<file path="config.mk">
export PLATFORM = sky130hd
export DESIGN_NAME = glitch_filter
export DESIGN_NICKNAME = d
export VERILOG_FILES = /design/src/rtl/glitch_filter_pkg.sv /design/src/rtl/glitch_filter_chan.sv /design/src/rtl/glitch_filter.sv
export SDC_FILE = /design/constraint.sdc
export NUM_CORES = 1
export LEC_CHECK = 0
export ABC_AREA = 1
export CORE_MARGIN = 1.5
export CORE_UTILIZATION = 55
export CTS_CLUSTER_DIAMETER = 120
export DETAILED_ROUTE_END_ITERATION = 8
export HOLD_SLACK_MARGIN = 0.03
export PLACE_DENSITY = 0.86
export SLEW_MARGIN = 20
export SYNTH_ARGS = -nofsm -noshare
export SYNTH_HDL_FRONTEND = slang
export SYNTH_SLANG_ARGS = --single-unit
export TNS_END_PERCENT = 30
</file>
<file path="constraint.sdc">
create_clock -name clk -period 1.8 [get_ports clk]
set_clock_uncertainty 0.05 [all_clocks]
set_input_delay 0.36 -clock clk [delete_from_list [all_inputs] [get_ports clk]]
set_output_delay 0.36 -clock clk [all_outputs]
set_load 0.01 [all_outputs]
</file>
<file path="src/rtl/glitch_filter_pkg.sv">
// Shared types and helpers for the multi-channel glitch filter.
package glitch_filter_pkg;

    // Per-channel qualification state
    typedef enum logic {
        STABLE  = 1'b0,
        PENDING = 1'b1
    } state_e;

    // Ceiling log2, returns 0 for v <= 1
    function automatic int unsigned clog2(input int unsigned v);
        int unsigned r;
        r = 0;
        for (int unsigned i = 0; i < 32; i++) begin
            if ((32'd1 << i) < v) r = i + 1;
        end
        return r;
    endfunction

endpackage

</file>
<file path="src/rtl/glitch_filter_chan.sv">
// One channel: synchroniser, STABLE/PENDING qualifier, run counter, saturating glitch counter.
module glitch_filter_chan
    import glitch_filter_pkg::*;
#(
    parameter int unsigned MIN_PULSE   = 3,
    parameter int unsigned SYNC_STAGES = 2,
    parameter int unsigned CNT_W       = 8
) (
    input  logic             clk,
    input  logic             rst_n,
    input  logic             en,
    input  logic             clr_cnt,
    input  logic             din,
    output logic             dout,
    output logic             chg,
    output logic [CNT_W-1:0] glitch_cnt
);

    localparam int unsigned      RUN_W    = clog2(MIN_PULSE) + 1;
    localparam logic [RUN_W-1:0] RUN_LAST = RUN_W'(MIN_PULSE - 1);
    localparam logic [CNT_W-1:0] CNT_MAX  = '1;

    logic [SYNC_STAGES-1:0] sync_q;
    logic                   s;
    state_e                 state_q, state_d;
    logic [RUN_W-1:0]       run_q, run_d;
    logic                   dout_d, chg_d, glitch;
    logic [CNT_W-1:0]       cnt_d;

    assign s = sync_q[SYNC_STAGES-1];

    // Synchroniser keeps sampling regardless of en
    always_ff @(posedge clk or negedge rst_n) begin
        if (!rst_n) sync_q <= '0;
        else        sync_q <= {sync_q[SYNC_STAGES-2:0], din};
    end

    // State, run counter and registered outputs
    always_ff @(posedge clk or negedge rst_n) begin
        if (!rst_n) begin
            state_q    <= STABLE;
            run_q      <= '0;
            dout       <= 1'b0;
            chg        <= 1'b0;
            glitch_cnt <= '0;
        end else begin
            state_q    <= state_d;
            run_q      <= run_d;
            dout       <= dout_d;
            chg        <= chg_d;
            glitch_cnt <= cnt_d;
        end
    end

    // Next-state, qualification and counter update
    always_comb begin
        state_d = state_q;
        run_d   = run_q;
        dout_d  = dout;
        chg_d   = 1'b0;
        glitch  = 1'b0;
        cnt_d   = glitch_cnt;

        if (!en) begin
            // Frozen: any pending change is dropped without counting
            state_d = STABLE;
            run_d   = '0;
        end else begin
            case (state_q)
                STABLE: begin
                    if (s != dout) begin
                        if (MIN_PULSE == 1) begin
                            dout_d = s;
                            chg_d  = 1'b1;
                        end else begin
                            state_d = PENDING;
                            run_d   = RUN_W'(1);
                        end
                    end
                end
                PENDING: begin
                    if (s == dout) begin
                        glitch  = 1'b1;
                        state_d = STABLE;
                        run_d   = '0;
                    end else if (run_q >= RUN_LAST) begin
                        dout_d  = s;
                        chg_d   = 1'b1;
                        state_d = STABLE;
                        run_d   = '0;
                    end else begin
                        run_d = run_q + RUN_W'(1);
                    end
                end
                default: begin
                    state_d = STABLE;
                    run_d   = '0;
                end
            endcase
        end

        // Clear wins over a same-cycle increment
        if (clr_cnt)                          cnt_d = '0;
        else if (glitch && glitch_cnt != CNT_MAX) cnt_d = glitch_cnt + CNT_W'(1);
    end

endmodule

</file>
<file path="src/rtl/glitch_filter.sv">
// Multi-channel deglitcher: replicates one filter channel per input bit.
module glitch_filter
    import glitch_filter_pkg::*;
#(
    parameter int unsigned WIDTH       = 4,
    parameter int unsigned MIN_PULSE   = 3,
    parameter int unsigned SYNC_STAGES = 2,
    parameter int unsigned CNT_W       = 8
) (
    input  logic                   clk,
    input  logic                   rst_n,
    input  logic                   en,
    input  logic                   clr_cnt,
    input  logic [WIDTH-1:0]       din,
    output logic [WIDTH-1:0]       dout,
    output logic [WIDTH-1:0]       chg,
    output logic [WIDTH*CNT_W-1:0] glitch_cnt
);

    // One independent channel per bit, sharing en and clr_cnt
    for (genvar i = 0; i < WIDTH; i++) begin : g_chan
        glitch_filter_chan #(
            .MIN_PULSE  (MIN_PULSE),
            .SYNC_STAGES(SYNC_STAGES),
            .CNT_W      (CNT_W)
        ) u_chan (
            .clk       (clk),
            .rst_n     (rst_n),
            .en        (en),
            .clr_cnt   (clr_cnt),
            .din       (din[i]),
            .dout      (dout[i]),
            .chg       (chg[i]),
            .glitch_cnt(glitch_cnt[i*CNT_W +: CNT_W])
        );
    end

endmodule

</file>
==> impl_metrics.ini <==
[run_status]
status = completed

[power]
p_int_uw = 2240
p_seq_share_pct = 50.7
leakagePower_uw = 0.00208
p_comb_share_pct = 14.4
total_power_uw = 3150
ir_worst_vdd_mv = 0.461
power_switching_uw = 911
clkPwrFrac_pct = 34.9
swShare_pct = 28.9
power_density_nw_per_um2 = 740

[grt]
grt_pass1_wl_um = 13200
grt_use_total_pct = 23.7
grt_start_max_net_pins = 65
grt_pass1_vias = 2933
antenna_found_initial = 0
grt_overflow = 0

[clock_network]
cts_tree = built
clk_pin_slew_ps = 70
numClockSinks = 64
clockRootBuffer = clkbuf_8
cts_buffers = 9
cts_buffer_depth = 2
cts_setup_buffers = 0
insertion_delay_ps = 350
htree_levels = 3

[die]
core_area_um2 = 6310
io_pins = 48
die_w_um = 83.4
die-area_um2 = 6950
rows = 29
initial_utilization_pct = 56.3
die_y_um = 83.4

[timing]
fmax_mhz = 570
final-hold-violation-count = 0
worst_slew_pin_slew_ps = 489
report.final.slew_viol_count = 0
fin_crit_ps = 1750
finalSetupTns_ps = 0
min_period_over_period_pct = 97.4
grt_setup_unrepaired = no
setup_violations = 0
maxSlewHeadroom_pct = 67.1

[setup_path]
critPathKind = reg2out
arrival_ps = 1340
rr_endpoint = g_chan[0].u_chan.run_q[2]
crit_chain = clkdlybuf4s50_1
cp-start-kind = flop
r2r_start = g_chan[0].u_chan.run_q[0]
crit_slowest_cell = clkdlybuf4s50_1
path_buf_inv = 1
cp-startpoint = g_chan[3].u_chan.glitch_cnt[1]
crit_family = buffers and inverters
r2r_setup_slack_ps = 200
worstPathMaxFanout = 5
critPathMaxStageDelay_ps = 570
critPathRequiredTime_ps = 1390
worstSetupEndpoint = glitch_cnt[25]
r2r_cells = 5
crit_cells = 1
critPathCaptureType = primary output

[drt]
drtAntennaViolNets = 0
dr.pass1.iters = 4
drcViolationCount = 0
wl_per_cell_um = 13.4
first_iter_violations = 208
vias = 3025
vias_per_cell = 5.34
wl_um = 7600

[worst_hold_path]
worstHoldStart = g_chan[1].u_chan.sync_q[0]
hp-class = reg2reg

[placed_design]
gp_congestion = 0.823
placed_area_um2 = 4070
dpl.hpwl_um = 5340
portBuffers = 47

[finish]
fin_nets = 505
diodes = 0
area_growth_pct = 20.0
regArea_um2 = 1610
layout-drive-gt1-share_pct = 12.9
fillers = 547
postLayoutCellArea_um2 = 4260
multi_input_area_um2 = 1650
fin_util_pct = 67.5

[logic_synthesis]
synth_top_area_share_pct = 45.1
ys_types = 32
synth_seq_cells = 64
avgSynthCellArea_um2 = 8.13
synth.largest_area_cell = dfrtp_1
syn-num-nets = 456
synthTopCellsByArea = dfrtp_1, nand2_1, nand3_1, inv_1, ha_1
synth-edff-count = 0
ys_top_cells_by_count = nand2_1, nand3_1, dfrtp_1, inv_1, nor2_1
synth.most_common_cell = nand2_1
synth_ff_type = dfrtp_1
synth_cells = 437
yosysWarnings = 0
syn_area_um2 = 3550
async_flop_share_pct = 100
ys_seq_area_share_pct = 45.1

[run]
cap_violations = 0
[kinds of logic (layout without fill, tap and decap cells)]
family | count (synthesis) | count (layout) | share of synthesized area (%)
buffers and inverters | 66 | 119 | 8.66
and+or+nand+nor | 253 | 253 | 34.7
xor gates and xnor gates | 5 | 5 | 1.23
AOI/OAI and AO/OA | 38 | 38 | 6.48
DFF | 64 | 64 | 45.1
adders and majority gates | 11 | 11 | 3.87
[metal layers]
metal | part of all wire (%) | global-route usage [%] | vias to the layer above
met5 | 0 | 0 | -
met2 | 51 | 39.7 | 57
li1 | - | - | 1505
met1 | 44 | 30.1 | 1450
met3 | 3.9 | 4.47 | 13
met4 | 1.2 | 9.85 | 0
[stage by stage]
stage	instances	hold slack [ps]	setup WS (ps)
after global placement	551	284	94.6
after floorplan	437	14.4	425
after global routing	567	317	4.32
after detailed placement	551	292	34.4
after CTS	567	307	10.6
final	567	307	46.1
[sequential cells by signal, indices dropped and copies added, names as in the netlist]
name and flops:
g_chan.u_chan.glitch_cnt 32, g_chan.u_chan.run_q 12, g_chan.u_chan.sync_q 8, g_chan.u_chan.chg 4
g_chan.u_chan.dout 4, g_chan.u_chan.state_q 4
[worst min-delay path by stage]
stage,to,cells after the start
CTS,g_chan[3].u_chan.sync_q[1],0
floorplan,g_chan[0].u_chan.chg,0
detailed placement,g_chan[3].u_chan.sync_q[1],0
global route,g_chan[3].u_chan.sync_q[1],0
finish,g_chan[1].u_chan.sync_q[1],0
global placement,g_chan[1].u_chan.sync_q[1],0
[cell usage in the layout, fill, tap and decap left out, types with 3 or more instances in the layout]
master	Yosys	routed
a21oi_1	7	7
a22oi_1	3	3
buf_4	13	4
clkbuf_8	0	11
clkdlybuf4s50_1	0	45
clkinv_2	0	4
dfrtp_1	64	57
dfrtp_2	0	7
ha_1	11	11
inv_1	47	47
nand2_1	111	111
nand2_2	9	9
nand3_1	70	70
nand3_2	3	3
nand3_4	3	3
nand3b_1	4	4
nor2_1	35	35
nor2_4	7	7
nor3_2	4	4
o21ai_0	12	12
o21ai_1	7	7
o21bai_1	7	7
xor2_1	4	4
[area by class of cell]
| class | count | area share [%] |
|---|---|---|
| Clock buffer | 11 | 3.55 |
| Clock inverter | 4 | 0.469 |
| Inverter | 50 | 4.52 |
| Multi-Input combinational cell | 307 | 38.6 |
| Sequential cell | 64 | 37.8 |
| Tap cell | 77 | 2.26 |
| Timing Repair Buffer | 54 | 12.9 |
[power groups by stage]
| stage | combinational, uW | clock, uW | sequential (uW) |
|---|---|---|---|
| finish | 456 | 1100 | 1600 |
| global route | 516 | 1190 | 1610 |
| CTS | 461 | 1120 | 1600 |
| detailed placement | 457 | 0 | 1620 |
| global placement | 436 | 0 | 1620 |
| floorplan | 319 | 0 | 1600 |
[repair_timing]
action                                  CTS  global route
hold endpoints to repair                 64             0
endpoints found under the setup margin    2             6
hold buffers                              1             0
gates resized for setup                   2             6
Note: power is estimated with default switching activity, not from simulation.
